==> src/rtl/uart_hex_formatter.sv <==
// Formats one binary word as uppercase ASCII hex (MSB first, optional CR LF) and
// hands the characters one at a time to a UART transmitter's start/wait interface.
module uart_hex_formatter #(
    parameter int unsigned WIDTH   = 17,
    parameter int unsigned NEWLINE = 1
) (
    input  logic             clk,
    input  logic             rst,
    input  logic [WIDTH-1:0] word,
    input  logic             word_valid,
    output logic             word_ready,
    output logic [7:0]       tx_d,
    output logic             tx_start,
    input  logic             tx_wait
);

    localparam int unsigned NDIG  = (WIDTH + 3) / 4;
    localparam int unsigned SW    = 4 * NDIG;
    localparam int unsigned TOTAL = NDIG + 2 * NEWLINE;
    // Wide enough to hold TOTAL itself so comparisons against NDIG never truncate.
    localparam int unsigned IDXW  = $clog2(TOTAL + 1);

    typedef enum logic [1:0] {StIdle, StSend, StGuard, StWait} state_e;

    state_e          state_q;
    logic [SW-1:0]   sreg_q;
    logic [IDXW-1:0] idx_q;
    logic [7:0]      tx_d_q;
    logic            tx_start_q;

    logic [SW-1:0]   word_ext;
    logic [SW-1:0]   sreg_shift;
    logic [IDXW-1:0] idx_next;

    function automatic logic [7:0] hex_char(input logic [3:0] n);
        return (n < 4'd10) ? (8'h30 + {4'h0, n}) : (8'h37 + {4'h0, n});
    endfunction

    assign word_ext   = SW'(word);
    assign sreg_shift = sreg_q << 4;
    assign idx_next   = idx_q + IDXW'(1);

    assign word_ready = (state_q == StIdle) && !rst;
    assign tx_d       = tx_d_q;
    assign tx_start   = tx_start_q;

    always_ff @(posedge clk) begin
        if (rst) begin
            state_q    <= StIdle;
            sreg_q     <= '0;
            idx_q      <= '0;
            tx_d_q     <= 8'h00;
            tx_start_q <= 1'b0;
        end else begin
            tx_start_q <= 1'b0;
            unique case (state_q)
                StIdle: begin
                    if (word_valid) begin
                        sreg_q     <= word_ext;
                        idx_q      <= '0;
                        tx_d_q     <= hex_char(word_ext[SW-1 -: 4]);
                        tx_start_q <= 1'b1;
                        state_q    <= StSend;
                    end
                end
                StSend:  state_q <= StGuard;
                // The transmitter raises tx_wait during this cycle, so it is not sampled here.
                StGuard: state_q <= StWait;
                StWait: begin
                    if (!tx_wait) begin
                        if (idx_q == IDXW'(TOTAL - 1)) begin
                            state_q <= StIdle;
                        end else begin
                            idx_q      <= idx_next;
                            tx_start_q <= 1'b1;
                            state_q    <= StSend;
                            if (idx_next < IDXW'(NDIG)) begin
                                tx_d_q <= hex_char(sreg_shift[SW-1 -: 4]);
                                sreg_q <= sreg_shift;
                            end else if (idx_next == IDXW'(NDIG)) begin
                                tx_d_q <= 8'h0D;
                            end else begin
                                tx_d_q <= 8'h0A;
                            end
                        end
                    end
                end
                default: state_q <= StIdle;
            endcase
        end
    end

endmodule

==> config.mk <==
export PLATFORM = sky130hd
export DESIGN_NAME = uart_hex_formatter
export DESIGN_NICKNAME = d
export VERILOG_FILES = /design/src/rtl/uart_hex_formatter.sv
export SDC_FILE = /design/constraint.sdc
export NUM_CORES = 1
export LEC_CHECK = 0
export CORE_MARGIN = 5
export CORE_UTILIZATION = 30
export DETAILED_ROUTE_END_ITERATION = 12
export SLEW_MARGIN = 20
export SYNTH_ARGS = -nofsm -noshare
export SYNTH_HDL_FRONTEND = slang
export SYNTH_SLANG_ARGS = --single-unit
==> constraint.sdc <==
create_clock -name clk -period 3.6 [get_ports clk]
set_clock_uncertainty 0.05 [all_clocks]
set_input_delay 0.9 -clock clk [delete_from_list [all_inputs] [get_ports clk]]
set_output_delay 0.9 -clock clk [all_outputs]
set_load 0.01 [all_outputs]
# Yosys cells after proc, flatten, opt, wreduce, memory -nomap -nowiden
# Cells that the tools add are included.
# word_totals
reg_bits	30
output_inout_bits	10
word_cells	54
# op_classes
addsub	5
n_lt_le_gt_ge	3
eq_ne	9
muxes	25
n_reduce_logical	7
# ops
operator	n
$mux 16	4
$pmux 16 s2	1
$mux 8	3
$mux 7	3
$pmux 8 s2	1
$add 6x1->7 const A	2
$add 6x4->7 const A	2
$mux 3	4
$ne 2x2->1 const B	4
$pmux 2 s4	1
$eq 3x3->1 const B	2
$pmux 3 s2	1
$reduce_and 5->1	1
$eq 2x2->1 const B	2
$lt 1x4->1 const B	1
$lt 4x4->1 const B	1
$mux 1	4
$mux 2	2
$reduce_and 4->1	1
$add 3x1->3 const B	1
$lt 3x3->1 const B	1
$eq 2x1->1 const B	1
$logic_not 2->1	1
$pmux 1 s2	1
4 further kinds	4

# Longest topological paths before layout
# Gate-level depths: netlist of run 1.
# logic_depth
depth_word	7
ltp_mapped	8
mapped_depth_nobuf	6

# Worst setup path before layout of run 1
# No wires, ideal clock.
# synth_timing
path_kind	input to output
startpoint	input port rst
endpoint	output port word_ready
t_arrival_ns	1.295
required_time_ns	2.650
path_slack_ns	1.355
stages	2
n_path_buf	1
path_cell_list	buf_1 nor2b_1
# synth_via
elab_chain_cells	2
# synth_rtl
item	line_no	text
start, declared	8	input logic rst,
$logic_not 1->1	43	assign word_ready = (state_q == StIdle) && !rst;
$logic_and 1x1->1	43	
end, declared	11	output logic word_ready,
# Every way passes these cells.

# Worst setup path after layout of run 1
# Same ends and word-level chain as after synthesis.

==> impl_metrics.csv, run 1 <==
group,metric,value,unit
worst_setup_path,path_common_cell,"clkdlybuf4s50_1",
clock_tree,cts_buffer_depth,2,
clock_tree,cts.sinks,29,
routing,met2_length,1.60,mm
routing,drt_iter0_markers,63,
place,dp_hpwl,2.47,mm
worst_setup_path,crit_fanout,2,
place,dp.cells,259,
worst_hold_path,min_from,"tx_d[2]$_SDFFE_PP0P_",
worst_setup_path,cp_data_arrival_time,2.08,ns
synth,synth-edff-count,0,
synth,synthArstFlopShare,0,%
run,maxCapViolations,0,
finish,ff_latch_area,581,sq um
finish,final_cells,266,
place,portBuffers,29,
floorplan,rows,26,
clock_tree,cts_tree,"built",
pwr,leakagePower,0.730,nW
floorplan,io_pins,31,
worst_setup_path,end_kind,"output pin",
sta,fmax,330,MHz
worst_setup_path,r2r_start,"idx_q[0]$_SDFFE_PP0P_",
synth,synth.avg_cell_area,9.25,sq um
synth,ys_seq_elements,29,
clock_tree,cts_resized,0,
floorplan,die_w,81.8,um
clock_tree,clk_pin_slew,0.06,ns
sta,period_share,84.2,%
clock_tree,holdBufCountCts,0,
worst_hold_path,hp-class,"reg -> reg",
global_route,grt_antenna_before_repair,0,
worst_setup_path,critPathLaunchType,"input pin",
worst_setup_path,cp_cell_sequence,"clkdlybuf4s50_1 -> nor2b_1 -> clkdlybuf4s50_1",
finish,fillers,518,
finish,n_antenna_cell,0,
routing,routed_wl,3.58,mm
routing,via_count,1282,
clock_tree,clk_latency,0.28,ns
finish,areaGrowthSynthToFinish,28.0,%
synth,synth_area,1550,sq um
synth,synth_ff_type,"dfxtp_1",
sta,worstMarginPinSlew,0.635,ns
routing,dr_wl_met3,186,um
global_route,grt_pass1_vias,1271,
routing,drc,0,
finish,multiInputGateArea,877,sq um
sta,tns,0,ns
synth,synth_cells,167,
synth,synth_nets,195,
finish,num-nets-final,224,
place,gp_congestion,0.769,
worst_setup_path,path_class,"in -> out",
routing,drt-vias-per-instance,4.82,
floorplan,core_area,5040,sq um
sta,finalSetupViolations,0,
sta,finalCriticalPeriod,3.03,ns
worst_setup_path,reg2reg_slack,1.33,ns
finish,final_util,39.2,%
sta,grt_setup_unrepaired,"no",
synth,synth_cell_type_count,39,
pwr,max-vdd-ir-drop,0.000260,V
worst_hold_path,hold_path_depth,2,
routing,postRouteAntennaNets,0,
worst_setup_path,cpMaxStageDelayCell,"clkdlybuf4s50_1",
sta,hold_viol,0,
routing,highest_layer,"met4",
pwr,cellPowerDensity,647,nW/um^2
worst_setup_path,r2r_end,"sreg_q[13]$_SDFFE_PP0P_",
clock_tree,htreeDepth,2,
worst_setup_path,reg2regPathDepth,7,
floorplan,die_y,81.8,um
synth,yosysSeqAreaShare,37.6,%
sta,relSlewSlack,57.3,%
clock_tree,cts_made_buffers,5,
routing,wl_met1,1.74,mm
floorplan,die_area,6690,sq um
routing,first_pass_iters,4,
outcome,status,"finished clean",
sta,slew_viol_final,0,
clock_tree,postCtsSetupBuffers,0,
clock_tree,cts-root-buf,"clkbuf_8",
global_route,grt_max_degree,31,
floorplan,initial_core_util,30.6,%
worst_setup_path,cp.required,2.65,ns
global_route,grt_pass1_wl,6.10,mm
worst_setup_path,cpPeakStageDelay,0.55,ns
global_route,grt_util_all_layers,11.9,%
finish,drive_above_1_share,8.67,%
synth,yosys_warnings,0,
global_route,gr-total-overflow,0,
worst_hold_path,whs_endpoint,"tx_d[2]$_SDFFE_PP0P_",
routing,wl_per_cell,13.5,um
cell usage after synthesis (2+ instances only):
cell	number	share of area [%]
a221oi_1	3	1.7
inv_1	7	1.7
clkbuf_1	4	0.97
mux2_2	2	1.5
ha_1	7	5.7
nor2b_1	2	0.81
and3b_1	2	1.1
nand3_1	2	0.65
nor3_1	17	5.5
and4b_1	2	1.3
o21ai_0	2	0.65
dfxtp_1	29	38
a211oi_1	13	6.3
nand2_1	7	1.7
nor2_1	15	3.6
or3_1	2	0.81
buf_4	3	1.5
nand2b_1	2	0.81
buf_1	2	0.49
mux2i_1	15	9.7
a21oi_1	8	2.6
a2bb2oi_1	4	2.3
routing by layer:
layer,vias to the layer above,global-route usage (%)
li1,662,-
met1,588,15.4
met2,25,18.3
met3,7,3.73
met4,0,4.98
met5,-,0
cell usage in the layout, fill, tap and decap left out, types with 2 or more instances in the layout:
cell type        count
dfxtp_1             29
clkdlybuf4s50_1     29
nor3_1              17
mux2i_1             15
nor2_1              15
a211oi_1            13
a21oi_1              8
inv_1                7
nand2_1              7
ha_1                 7
clkbuf_8             6
a2bb2oi_1            4
buf_4                4
a221oi_1             3
nor2b_1              2
and3b_1              2
nand2b_1             2
or3_1                2
o21ai_0              2
and4b_1              2
nand3_1              2
mux2_2               2
area by class of cell:
type / instances / area share (%)
Multi-Input combinational cell: 120 / 44.3
Timing Repair Buffer: 33 / 16.2
Tap cell: 70 / 4.43
Clock buffer: 7 / 4.36
Sequential cell: 29 / 29.3
Inverter: 7 / 1.33
flip-flops by register name (all words and copies together), names as in the netlist:
| register | cells |
|---|---|
| tx_d | 7 |
| idx_q | 3 |
| state_q | 2 |
| tx_start | 1 |
| sreg_q | 16 |
where the power goes:
group | total, W | switching [W] | internal [W]
combinational | 0.000537 | 0.000277 | 0.000260
clock | 0.000269 | 0.000118 | 0.000151
sequential | 0.000475 | 0.0000627 | 0.000412
how the worst max path moves through the flow:
| stage | slack (ns) | start | endpoint |
|---|---|---|---|
| CTS | 0.55 | rst | word_ready |
| finish | 0.57 | rst | word_ready |
| floorplan | 1.35 | rst | word_ready |
| detailed placement | 0.56 | rst | word_ready |
| global route | 0.50 | rst | word_ready |
| global placement | 0.54 | rst | word_ready |
critical path, delay by kind of cell:
family | cells | cell delay [ns]
buf+inv | 2 | 1.02
simple gates | 1 | 0.16
cells by family after synthesis:
group,after synthesis,share of synthesized area [%]
compound gates,38,19.8
xor+xnor,2,1.13
fa+ha+maj,7,5.67
buf+inv,18,5.67
flops,29,37.6
mux,18,12.1
other cells,1,0.243
simple gates,54,17.7
through the flow:
step	hold slack, ns	total power, W	worst slack (ns)	area [sq um]
CTS	0.418	0.00130	0.555	1980
detailed placement	0.408	0.00102	0.559	1890
finish	0.419	0.00128	0.568	1980
global route	0.450	0.00138	0.504	1980
floorplan	0.438	0.000866	1.35	1550
global placement	0.411	0.00102	0.536	1890
(Power assumes the default switching activity.)
==> run 2: changes to the inputs <==
Clock period 3.6 ns to 2.9 ns, I/O delays scaled along.
==> run 2 against run 1 <==
- sequential power is 24% higher
- critical path type unchanged
- flip-flop and latch count unchanged
- global-route usage is 0.25 points higher
- via count rose by 2.7%
- hold slack better by 0.0059 ns
- highest routed layer unchanged
- first-iteration DRC count rose by 79%
- design area increased by 1.9%
- register-to-register slack worse by 0.56 ns
- critical endpoint unchanged
- combinational power is 28% higher
- count of clock-buffer cells in the layout is the same
==> impl_metrics.csv, run 2 (same netlist as run 1, synthesis figures left out) <==
group,metric,value,unit
worst_setup_path,reg2reg_slack,0.77,ns
worst_setup_path,cp.required,2.12,ns
finish,final_cell_mix,"dfxtp_1, clkdlybuf4s50_1, nor3_1, mux2i_1, nor2_1",
sta,finalSetupViolations,0,
global_route,grt_pass1_vias,1323,
global_route,grt_max_degree,31,
worst_setup_path,critPathLaunch,"rst",
floorplan,io_pins,31,
worst_setup_path,crit_fanout,2,
clock_tree,cts_made_buffers,5,
finish,areaGrowthSynthToFinish,30.4,%
routing,wl_per_cell,13.4,um
routing,drt-vias-per-instance,4.88,
clock_tree,cts.sinks,29,
worst_setup_path,end_kind,"output pin",
pwr,cellPowerDensity,818,nW/um^2
finish,largest_reg_flops,16,
routing,drc,0,
sta,period_share,91.3,%
routing,routed_wl,3.61,mm
place,gp_congestion,0.766,
sta,relSlewSlack,63.3,%
worst_setup_path,critPathLaunchType,"input pin",
worst_setup_path,r2r_end,"tx_d[0]$_SDFFE_PP0P_",
sta,hold_viol,0,
global_route,grt_antenna_before_repair,0,
global_route,grt_util_all_layers,12.2,%
worst_setup_path,reg2regPathDepth,6,
finish,regMostFlops,"sreg_q",
finish,n_antenna_cell,0,
floorplan,die_w,81.8,um
place,portBuffers,29,
pwr,leakagePower,0.754,nW
sta,finalCriticalPeriod,2.65,ns
pwr,max-vdd-ir-drop,0.000298,V
clock_tree,cts_buffer_depth,2,
floorplan,core_area,5040,sq um
worst_setup_path,cp_data_arrival_time,1.87,ns
worst_setup_path,r2r_start,"state_q[1]$_SDFFE_PP0P_",
outcome,status,"finished clean",
routing,via_count,1317,
finish,fillers,525,
run,maxCapViolations,0,
worst_hold_path,hp-class,"reg -> reg",
clock_tree,postCtsSetupBuffers,0,
global_route,gr-total-overflow,0,
sta,worstMarginPinSlew,0.549,ns
routing,postRouteAntennaNets,0,
routing,drt_iter0_markers,113,
worst_setup_path,path_class,"in -> out",
sta,slew_viol_final,0,
sta,setup_slack,0.251,ns
clock_tree,holdBufCountCts,0,
worst_setup_path,crit_end,"word_ready",
sta,fmax,378,MHz
floorplan,initial_core_util,30.6,%
sta,tns,0,ns
finish,drive_above_1_share,11.0,%
clock_tree,cts_resized,0,
finish,ff_latch_area,581,sq um
place,post-place-ws,0.244,ns
clock_tree,htreeDepth,2,
clock_tree,clk_latency,0.29,ns
clock_tree,cts_tree,"built",
finish,num-nets-final,227,
floorplan,rows,26,
routing,first_pass_iters,5,
floorplan,die_y,81.8,um
place,dp_hpwl,2.49,mm
global_route,grt_pass1_wl,6.12,mm
finish,multiInputGateArea,877,sq um
clock_tree,clk_pin_slew,0.06,ns
floorplan,die_area,6690,sq um
sta,grt_setup_unrepaired,"no",
clock_tree,cts-root-buf,"clkbuf_8",
[run 2: stage by stage]
step                instance area [sq um]  util, %  total power (W)  hold slack [ns]  std cells
floorplan                            1550        -          0.00107            0.438        167
global placement                     1910     38.0          0.00128            0.415        262
detailed placement                   1910     38.0          0.00129            0.420        262
CTS                                  2020     40.0          0.00167            0.427        270
global route                         2020     40.0          0.00177            0.469        270
finish                               2020     40.0          0.00165            0.424        270
[run 2: layout make-up]
class | instances | area share (%)
Clock inverter | 1 | 0.248
Tap cell | 70 | 4.35
Clock buffer | 7 | 4.78
Multi-Input combinational cell | 120 | 43.5
Inverter | 7 | 1.30
Timing Repair Buffer | 36 | 17.0
Sequential cell | 29 | 28.8
[run 2: metal layers]
| layer | global-route usage (%) | part of all wire (%) | vias up |
|---|---|---|---|
| met4 | 7.48 | 2.2 | 0 |
| met3 | 3.62 | 6.2 | 8 |
| met1 | 15.3 | 48 | 606 |
| met2 | 18.2 | 44 | 30 |
| met5 | 0 | 0 | - |
| li1 | - | - | 673 |
[run 2: worst min-delay path by stage]
stage	from	end	slack, ns	cells after the start
floorplan	tx_d[2]$_SDFFE_PP0P_	tx_d[2]$_SDFFE_PP0P_	0.44	2
global placement	tx_d[2]$_SDFFE_PP0P_	tx_d[2]$_SDFFE_PP0P_	0.42	2
detailed placement	tx_d[2]$_SDFFE_PP0P_	tx_d[2]$_SDFFE_PP0P_	0.42	2
CTS	tx_d[2]$_SDFFE_PP0P_	tx_d[2]$_SDFFE_PP0P_	0.43	2
global route	tx_d[2]$_SDFFE_PP0P_	tx_d[2]$_SDFFE_PP0P_	0.47	2
finish	tx_d[2]$_SDFFE_PP0P_	tx_d[2]$_SDFFE_PP0P_	0.42	2
[run 2: where the power goes]
group / internal [W] / switching (W) / total [W]
registers: 0.000511 / 0.0000764 / 0.000588
logic: 0.000341 / 0.000348 / 0.000689
clock network: 0.000214 / 0.000159 / 0.000373
total: 0.00107 / 0.000583 / 0.00165
[run 2: critical path: stages]
cell	delay, ns
clkdlybuf4s50_1	0.46
nor2b_1	0.12
clkdlybuf4s50_1	0.56
